## src/rtl/if_fetch_ctrl_pkg.sv

```systemverilog
// Shared widths, control levels and fetch FSM encodings for the IF stage.
// Latency: n/a (constants and types only).
// Backpressure: n/a.
package if_fetch_ctrl_pkg;

    localparam int INST_ADDR_W = 32;
    localparam int INST_W      = 32;

    localparam logic CHIP_ENABLE  = 1'b1;
    localparam logic CHIP_DISABLE = 1'b0;
    localparam logic RST_ENABLE   = 1'b1;

    localparam logic [INST_ADDR_W-1:0] BOOT_PC = 32'h0000_0000;

    typedef enum logic [1:0] {
        BOOT    = 2'd0,
        FETCH   = 2'd1,
        WAIT_RD = 2'd2,
        PAUSE   = 2'd3
    } fetch_state_t;

endpackage

```

## src/rtl/if_skid_buf.sv

```systemverilog
// One-entry holding slot for a fetched instruction and its address.
// Latency: push visible the cycle after; clear beats push, push beats pop.
// Backpressure: none internally; the owner must not push while vld is set.
module if_skid_buf
    import if_fetch_ctrl_pkg::*;
#(
    parameter int ADDR_W = INST_ADDR_W,
    parameter int DATA_W = INST_W
) (
    input  logic              clk,
    input  logic              rst,
    input  logic              push,
    input  logic              pop,
    input  logic              clear,
    input  logic [ADDR_W-1:0] push_pc,
    input  logic [DATA_W-1:0] push_dat,
    output logic              vld,
    output logic [ADDR_W-1:0] pc,
    output logic [DATA_W-1:0] dat
);

    typedef struct packed {
        logic [ADDR_W-1:0] pc;
        logic [DATA_W-1:0] dat;
    } entry_t;

    entry_t entry_q;

    always_ff @(posedge clk) begin
        if (rst == RST_ENABLE) begin
            vld     <= 1'b0;
            entry_q <= '0;
        end else begin
            if (clear)     vld <= 1'b0;
            else if (push) vld <= 1'b1;
            else if (pop)  vld <= 1'b0;
            if (push && !clear) entry_q <= '{pc: push_pc, dat: push_dat};
        end
    end

    assign pc  = entry_q.pc;
    assign dat = entry_q.dat;

endmodule

```

## src/rtl/if_fetch_ctrl.sv

```systemverilog
// Instruction fetch sequencer: owns the PC, the imem request handshake and the IF/ID output slot.
// Latency: first request two cycles after reset release; data reaches IF/ID the cycle after ack.
// Backpressure: a stalled ack lands in a one-entry skid and requests pause until it drains.
module if_fetch_ctrl
    import if_fetch_ctrl_pkg::*;
#(
    parameter int                ADDR_W   = INST_ADDR_W,
    parameter int                DATA_W   = INST_W,
    parameter logic [ADDR_W-1:0] RESET_PC = BOOT_PC
) (
    input  logic              clk,
    input  logic              rst,
    input  logic              stall_req,
    input  logic              branch_flag,
    input  logic [ADDR_W-1:0] branch_target,
    input  logic              flush,
    input  logic [ADDR_W-1:0] new_pc,
    output logic              ce,
    output logic              imem_req,
    output logic [ADDR_W-1:0] imem_addr,
    input  logic              imem_ack,
    input  logic [DATA_W-1:0] imem_rdata,
    output logic              inst_valid,
    output logic [ADDR_W-1:0] inst_pc,
    output logic [DATA_W-1:0] inst
);

    fetch_state_t      state, state_n;
    logic [ADDR_W-1:0] pc, pc_n;
    logic [ADDR_W-1:0] redir_pc, redir_pc_n;
    logic              redir_flush, redir_flush_n;
    logic              inst_valid_n;
    logic [ADDR_W-1:0] inst_pc_n;
    logic [DATA_W-1:0] inst_n;
    logic              skid_push, skid_pop, skid_clr, skid_vld;
    logic [ADDR_W-1:0] skid_pc;
    logic [DATA_W-1:0] skid_dat;
    logic              consume, kill;
    logic [ADDR_W-1:0] redir_tgt;

    assign imem_req  = (state == FETCH) || (state == WAIT_RD);
    assign imem_addr = imem_req ? pc : '0;
    assign consume   = inst_valid && !stall_req;
    // A branch arriving behind a parked flush belongs to the flushed path.
    assign kill      = flush || (branch_flag && !((state == WAIT_RD) && redir_flush));
    assign redir_tgt = flush ? new_pc : branch_target;

    if_skid_buf #(.ADDR_W(ADDR_W), .DATA_W(DATA_W)) u_skid (
        .clk      (clk),
        .rst      (rst),
        .push     (skid_push),
        .pop      (skid_pop),
        .clear    (skid_clr),
        .push_pc  (pc),
        .push_dat (imem_rdata),
        .vld      (skid_vld),
        .pc       (skid_pc),
        .dat      (skid_dat)
    );

    always_ff @(posedge clk) begin
        if (rst == RST_ENABLE) begin
            state       <= BOOT;
            ce          <= CHIP_DISABLE;
            pc          <= RESET_PC;
            redir_pc    <= '0;
            redir_flush <= 1'b0;
            inst_valid  <= 1'b0;
            inst_pc     <= '0;
            inst        <= '0;
        end else begin
            state       <= state_n;
            ce          <= CHIP_ENABLE;
            pc          <= pc_n;
            redir_pc    <= redir_pc_n;
            redir_flush <= redir_flush_n;
            inst_valid  <= inst_valid_n;
            inst_pc     <= inst_pc_n;
            inst        <= inst_n;
        end
    end

    always_comb begin
        state_n       = state;
        pc_n          = pc;
        redir_pc_n    = redir_pc;
        redir_flush_n = redir_flush;
        inst_valid_n  = inst_valid;
        inst_pc_n     = inst_pc;
        inst_n        = inst;
        skid_push     = 1'b0;
        skid_pop      = consume && skid_vld;
        skid_clr      = 1'b0;

        if (consume) begin
            if (skid_vld && !kill) begin
                inst_pc_n = skid_pc;
                inst_n    = skid_dat;
            end else begin
                inst_valid_n = 1'b0;
            end
        end

        unique case (state)
            BOOT: state_n = FETCH;
            FETCH: begin
                if (imem_ack) begin
                    pc_n = pc + ADDR_W'(4);
                    if (!kill) begin
                        if (!inst_valid || !stall_req) begin
                            inst_valid_n = 1'b1;
                            inst_pc_n    = pc;
                            inst_n       = imem_rdata;
                        end else begin
                            skid_push = 1'b1;
                            state_n   = PAUSE;
                        end
                    end
                end
            end
            WAIT_RD: begin
                // Data for the killed fetch is dropped; the parked target takes over.
                if (imem_ack) begin
                    pc_n    = redir_pc;
                    state_n = FETCH;
                end
            end
            PAUSE: if (consume) state_n = FETCH;
            default: state_n = BOOT;
        endcase

        if (kill) begin
            skid_clr = 1'b1;
            if (flush) inst_valid_n = 1'b0;
            if (imem_req && !imem_ack) begin
                redir_pc_n    = redir_tgt;
                redir_flush_n = flush;
                state_n       = WAIT_RD;
            end else begin
                pc_n    = redir_tgt;
                state_n = FETCH;
            end
        end
    end

endmodule

```

## config.mk

```make
export PLATFORM = sky130hd
export DESIGN_NAME = if_fetch_ctrl
export DESIGN_NICKNAME = d
export VERILOG_FILES = /design/src/rtl/if_fetch_ctrl_pkg.sv /design/src/rtl/if_skid_buf.sv /design/src/rtl/if_fetch_ctrl.sv
export SDC_FILE = /design/constraint.sdc
export NUM_CORES = 1
export LEC_CHECK = 0
export BUFFER_PORTS_ARGS = -buffer_cell sky130_fd_sc_hd__buf_2
export CELL_PAD_IN_SITES_DETAIL_PLACEMENT = 1
export CELL_PAD_IN_SITES_GLOBAL_PLACEMENT = 2
export CORE_MARGIN = 2
export CORE_UTILIZATION = 32
export DETAILED_ROUTE_END_ITERATION = 8
export GPL_ROUTABILITY_DRIVEN = 0
export GPL_TIMING_DRIVEN = 0
export HOLD_SLACK_MARGIN = 0.1
export PLACE_DENSITY_LB_ADDON = 0.1
export SYNTH_ARGS = -nofsm -noshare
export SYNTH_HDL_FRONTEND = slang
export SYNTH_SLANG_ARGS = --single-unit
```

## constraint.sdc

```tcl
create_clock -name clk -period 3 [get_ports clk]
set_clock_uncertainty 0.05 [all_clocks]
set_input_delay 0.15 -clock clk [delete_from_list [all_inputs] [get_ports clk]]
set_output_delay 0.15 -clock clk [all_outputs]
set_load 0.02 [all_outputs]
```

==> After elaboration in Yosys (flattened, before gate mapping) <==
Index checks and enable logic that the tools add are counted.
{ "op_classes": {"addsub": 1, "eq_ne": 7, "n_mux": 42, "reduce_logical": 21} }
{ "ops": {"columns": ["op", "count"], "rows": [
  ["two-way mux 32 bit", 18],
  ["case mux 32 bit (2 select lines)", 1],
  ["adder 32 x 3 -> 32 bit (second input constant)", 1],
  ["two-way mux 1 bit", 16],
  ["two-way mux 2 bit", 6],
  ["inequality test 3 bit (second input constant)", 4],
  ["case mux 2 bit (4 select lines)", 1],
  ["logical AND 1 bit", 7],
  ["logical NOT 1 bit", 6],
  ["equality test 2 bit (second input constant)", 2],
  ["AND reduction 4 bit", 1],
  ["logical OR 1 bit", 3],
  ["equality test 2 x 1 -> 1 bit (second input constant)", 1],
  ["logical NOT 2 bit", 1],
  ["AND reduction 2 bit", 1],
  ["nonzero test 2 bit", 1],
  ["OR reduction 2 bit", 1]
]} }
{ "totals": {"ff_bits": 198, "input_bits": 102, "out_inout_bits": 99, "elab_cells": 82} }

==> Logic depth before layout (Yosys ltp) <==
{ "logic_depth": {"word_depth": 15, "mapped_depth": 10, "mapped_depth_nobuf": 7} }

==> By module <==
From an unflattened synthesis, not the netlist that was laid out.
{ "unflattened": {"cells_unflattened": 1176, "area_unflattened_um2": 10507.6} }
{ "modules_own_cells": {"columns": ["mod", "instances", "cells_per_inst", "area_per_inst_um2", "seq_area_each_um2"], "rows": [
  ["if_fetch_ctrl", 1, 880, 7474.7, 2662.6],
  ["if_skid_buf", 1, 296, 3032.9, 1301.2]
]} }

==> Worst setup path after synthesis <==
No wires, ideal clock.
{ "synth_timing": {"path_type": "register to register", "startpoint": "register state[0]", "endpoint": "register pc[8]", "setup_ns": 0.115, "t_arrival_ns": 2.012, "required_ns": 2.835, "setup_slack_ns": 0.824, "path_stages_with_launch": 10, "n_path_buf": 3, "period_less_slack_ns": 2.176, "path_cell_list": "dfxtp_1 -> inv_1 -> ha_1 -> a21boi_1 -> o22a_1 -> clkbuf_1 -> clkbuf_1 -> clkbuf_1 -> a21oi_1 -> o21a_1"} }
{ "synth_between": {"elab_chain_cells": 6, "word_cells_on_any_way": 11, "classes_between": "eq/ne: 2; mux: 3; reduce/logical: 6"} }
{ "synth_rtl": {"columns": ["element", "line", "source"], "rows": [
  ["start: declaration", "if_fetch_ctrl.sv:28", "fetch_state_t state, state_n;"],
  ["start signal: assignment", "if_fetch_ctrl.sv:72", "state <= state_n;"],
  ["parallel branches: the longest is 5 deep, another holds case mux 32 bit (2 select lines)", null, null],
  ["two-way mux 32 bit *", "if_fetch_ctrl.sv:132", "if (kill) begin"],
  ["end signal: assignment", "if_fetch_ctrl.sv:74", "pc <= pc_n;"],
  ["end: declaration", "if_fetch_ctrl.sv:29", "logic [ADDR_W-1:0] pc, pc_n;"]
]} }
Every way passes the cells marked *.
A chain may end at the register's enable or synchronous reset.

==> Worst setup path in the final report <==
{ "layout_timing": {"startpoint": "register state[1]", "endpoint": "register pc[7]"} }
The elaborated chain is that of the path after synthesis.

==> run_results.csv <==
group,metric,value,unit
status,outcome,"finished, final reports clean",
power,pwr-share-seq,44.8,%
global_routing,grtUsageMet2,39.3,%
placed_design,place_worst_setup_slack,-0.0777,ns
critical_path,end_kind,"register",
yosys,synth-compound-area-share,21.8,%
floorplan,rows,62,
drt,detail-route-antenna-nets,0,
floorplan,core,28700,um^2
yosys,synth_most_common_cell,"dfxtp_1",
timing,fin_crit_sh,92.3,%
global_routing,grt_max_degree,19,
power,p_clk_share,35.9,%
finish,drive_gt1_share,19.9,%
yosys,synth_xor_area_share,0.187,%
timing,fin_ws,0.230,ns
drt,via_per_inst,5.28,
critical_path,rr_startpoint,"state[1]$_SDFFE_PP0P_",
floorplan,floorplan.initialDensity,32.6,%
timing,finalSetupViolations,0,
power,power_density,528,nW/um^2
clock_tree,cts_setup_buffers,0,
clock_tree,cts_made_buffers,17,
yosys,async_reset_ff_share,0,%
global_routing,use_met3,2.79,%
finish,nNetsFinal,1515,
timing,tightest_slew,1.00,ns
yosys,synth.yosys.warnings,0,
global_routing,gr-total-overflow,0,
critical_path,critPathLaunch,"state[1]$_SDFFE_PP0P_",
floorplan,fp.dieH,175,um
floorplan,fp.dieW,175,um
drt,drt-wirelength-per-cell,20.3,um
drt,wirelength,36.7,mm
floorplan,die_area,30600,um^2
run,cap_viol_max_count,0,
yosys,synth.distinct_cells,60,
timing,drv_slew,0,
yosys,synth_top_family_by_area,"compound AO/OA/AOI/OAI gates",
drt,drt_iter0_drc,529,
drt,remaining_drc_errors,0,
timing,max_freq,361,MHz
yosys,yosysTopAreaCell,"dfxtp_1",
critical_path,cp-endpoint,"pc[7]$_SDFF_PP0_",
power,power.static_leakage,4.65,nW
clock_tree,cts_sinks,198,
worst_hold_path,min_from,"branch_target[6]",
yosys,syn_inst,1117,
yosys,ys_seq_elements,198,
timing,relSlewSlack,33.1,%
yosys,synth_fa_ha_area_share,0.536,%
power,p_comb_share,19.3,%
clock_tree,h-tree-depth,4,
yosys,muxShareOfSynthArea,10.9,%
timing,hold_viol,0,
power,ir_drop,0.381,mV
global_routing,antenna_found_initial,0,
yosys,synth-simple-area-share,18.8,%
critical_path,criticalPathCategory,"reg2reg",
worst_hold_path,min_path_type,"in2reg",
drt,firstDrtPassIters,5,
critical_path,cp_data_required_time,3.30,ns
yosys,synth_edf_count,0,
clock_tree,cts_tree,"yes",
yosys,syn-cell-area,9350,um^2
yosys,synth.yosys.seq_area_share,42.4,%
critical_path,rr_worst_depth,8,
timing,fin_crit,2.77,ns
yosys,synth_commonest_cells,"dfxtp_1, nand2_1, nor2_1",
finish,antenna_cells,0,
critical_path,rrSetupSlack,0.23,ns
timing,setup_tns,0,ns
placed_design,dp_hpwl,25.3,mm
finish,areaGrowthSynthToFinish,30.4,%
yosys,synth_ff_type,"dfxtp_1",
clock_tree,clock_latency,0.45,ns
global_routing,grt_usage,23.9,%
critical_path,rr_endpoint,"pc[7]$_SDFF_PP0_",
finish,instances_no_fill,1805,
timing,rsz0062_at_grt,"false",
critical_path,crit_fanout,10,
global_routing,grt_pass1_wl,56.7,mm
global_routing,grt_pass1_vias,9511,
drt,num_vias,9529,
yosys,avgSynthCellArea,8.37,um^2
clock_tree,clkTransAtPathRegs,0.08,ns
placed_design,placed_cells,1700,
critical_path,setup.worst_path.start_class,"register",
power,power.switching,2.09,mW
critical_path,critPathArrivalTime,3.07,ns
power,p_sw_share,32.4,%
clock_tree,cts_root_buf,"clkbuf_16",
yosys,netlist_top_cells_area,"dfxtp_1, mux2i_1, a211oi_1",
placed_design,io_buffers,199,
floorplan,ios,201,
global_routing,use_met1,33.5,%
clock_tree,clk_path_buf_depth,2,
global_routing,busiest_layer,"met2",
yosys,synth_fp_nets,1223,
yosys,synth_top_area_share,42.4,%
power,p_int,4.35,mW
==> logic make-up (layout without fill, tap and decap cells) <==
logic type / after synthesis / after routing
compound gates: 297 / 297
buf+inv: 122 / 426
simple gates: 393 / 393
fa+ha+maj: 4 / 4
xor+xnor: 2 / 2
flops: 198 / 198
mux: 101 / 101
==> power groups by stage <==
stage / sequential (mW) / combinational (mW) / clock [mW]
after floorplan: 2.94 / 0.662 / 0
after global placement: 2.94 / 1.13 / 0
after detailed placement: 2.94 / 1.14 / 0
after CTS: 2.88 / 1.24 / 2.36
after global routing: 2.90 / 1.35 / 2.45
final: 2.88 / 1.24 / 2.31
==> critical path: stages, from the launching register on <==
cell and delay, ns:
dfxtp_1 0.40, ha_1 0.22, buf_2 0.25, nor2b_2 0.46, or2_2 0.19, buf_2 0.30, buf_2 0.37, o21ai_0 0.16
a221oi_1 0.27
==> state kept, by name (all words and copies together), names as in the netlist <==
signal and cells:
inst_valid 1, pc 32, inst 32, inst_pc 32
u_skid.pc 32, redir_pc 32, u_skid.vld 1, redir_flush 1
u_skid.dat 32, ce 1, state 2
==> layout make-up <==
type	instances	area [um^2]
Clock buffer	19	453
Inverter	13	48.8
Clock inverter	12	116
Multi-Input combinational cell	797	4910
Tap cell	384	480
Fill cell	3447	16500
Timing Repair Buffer	274	1750
Sequential cell	198	3960
Buffer	108	468
==> worst min path at each step <==
stage / to / cells after the start / slack, ns
global placement: u_skid.dat[26]$_SDFFE_PP0P_ / 3 / 0.36
detailed placement: u_skid.dat[22]$_SDFFE_PP0P_ / 3 / 0.36
finish: redir_pc[6]$_SDFFE_PP0P_ / 3 / 0.10
global route: redir_pc[26]$_SDFFE_PP0P_ / 3 / 0.11
floorplan: u_skid.dat[0]$_SDFFE_PP0P_ / 2 / 0.24
CTS: redir_pc[6]$_SDFFE_PP0P_ / 3 / 0.10
==> per-layer routing <==
layer  vias to the layer above  part of all wire, %
met2                       257                   47
li1                       4595                    -
met4                         0                  1.3
met1                      4654                   48
met3                        23                  4.2
met5                         -                    0
==> per-stage QoR <==
step                      total power, mW  utilization (%)  area (um^2)  hold WS, ns
final                                6.44             42.5        12200        0.102
after global routing                 6.71             42.5        12200        0.111
after CTS                            6.47             42.3        12200        0.102
after detailed placement             4.09             37.7        10800        0.364
after global placement               4.07             37.7        10800        0.358
after floorplan                      3.60                -         9350        0.236
==> placed cells by master (no fill, tap or decap), drive strengths merged, types with 4 or more instances in the layout <==
master,count
o41ai,4
or4,5
a221oi,28
dfxtp,198
clkbuf,101
inv,17
and4,7
a211oi,108
o21ai,19
nor2,117
nor3,9
buf,225
mux2i,98
nor2b,29
nand4,5
nand3,17
a31oi,13
dlygate4sd3,75
clkinv,5
and3,5
o311ai,4
ha,4
and2,9
a22oi,4
a21oi,85
o211ai,4
nand2,175
nor4,7
==> what timing repair did <==
action,in CTS,in global routing
hold endpoints to repair,96,0
gates cloned,0,0
pin swaps,0,0
gates resized for setup,5,28
setup endpoints to repair,54,165
hold buffers,75,0
Power figures use the tool's default switching activity.
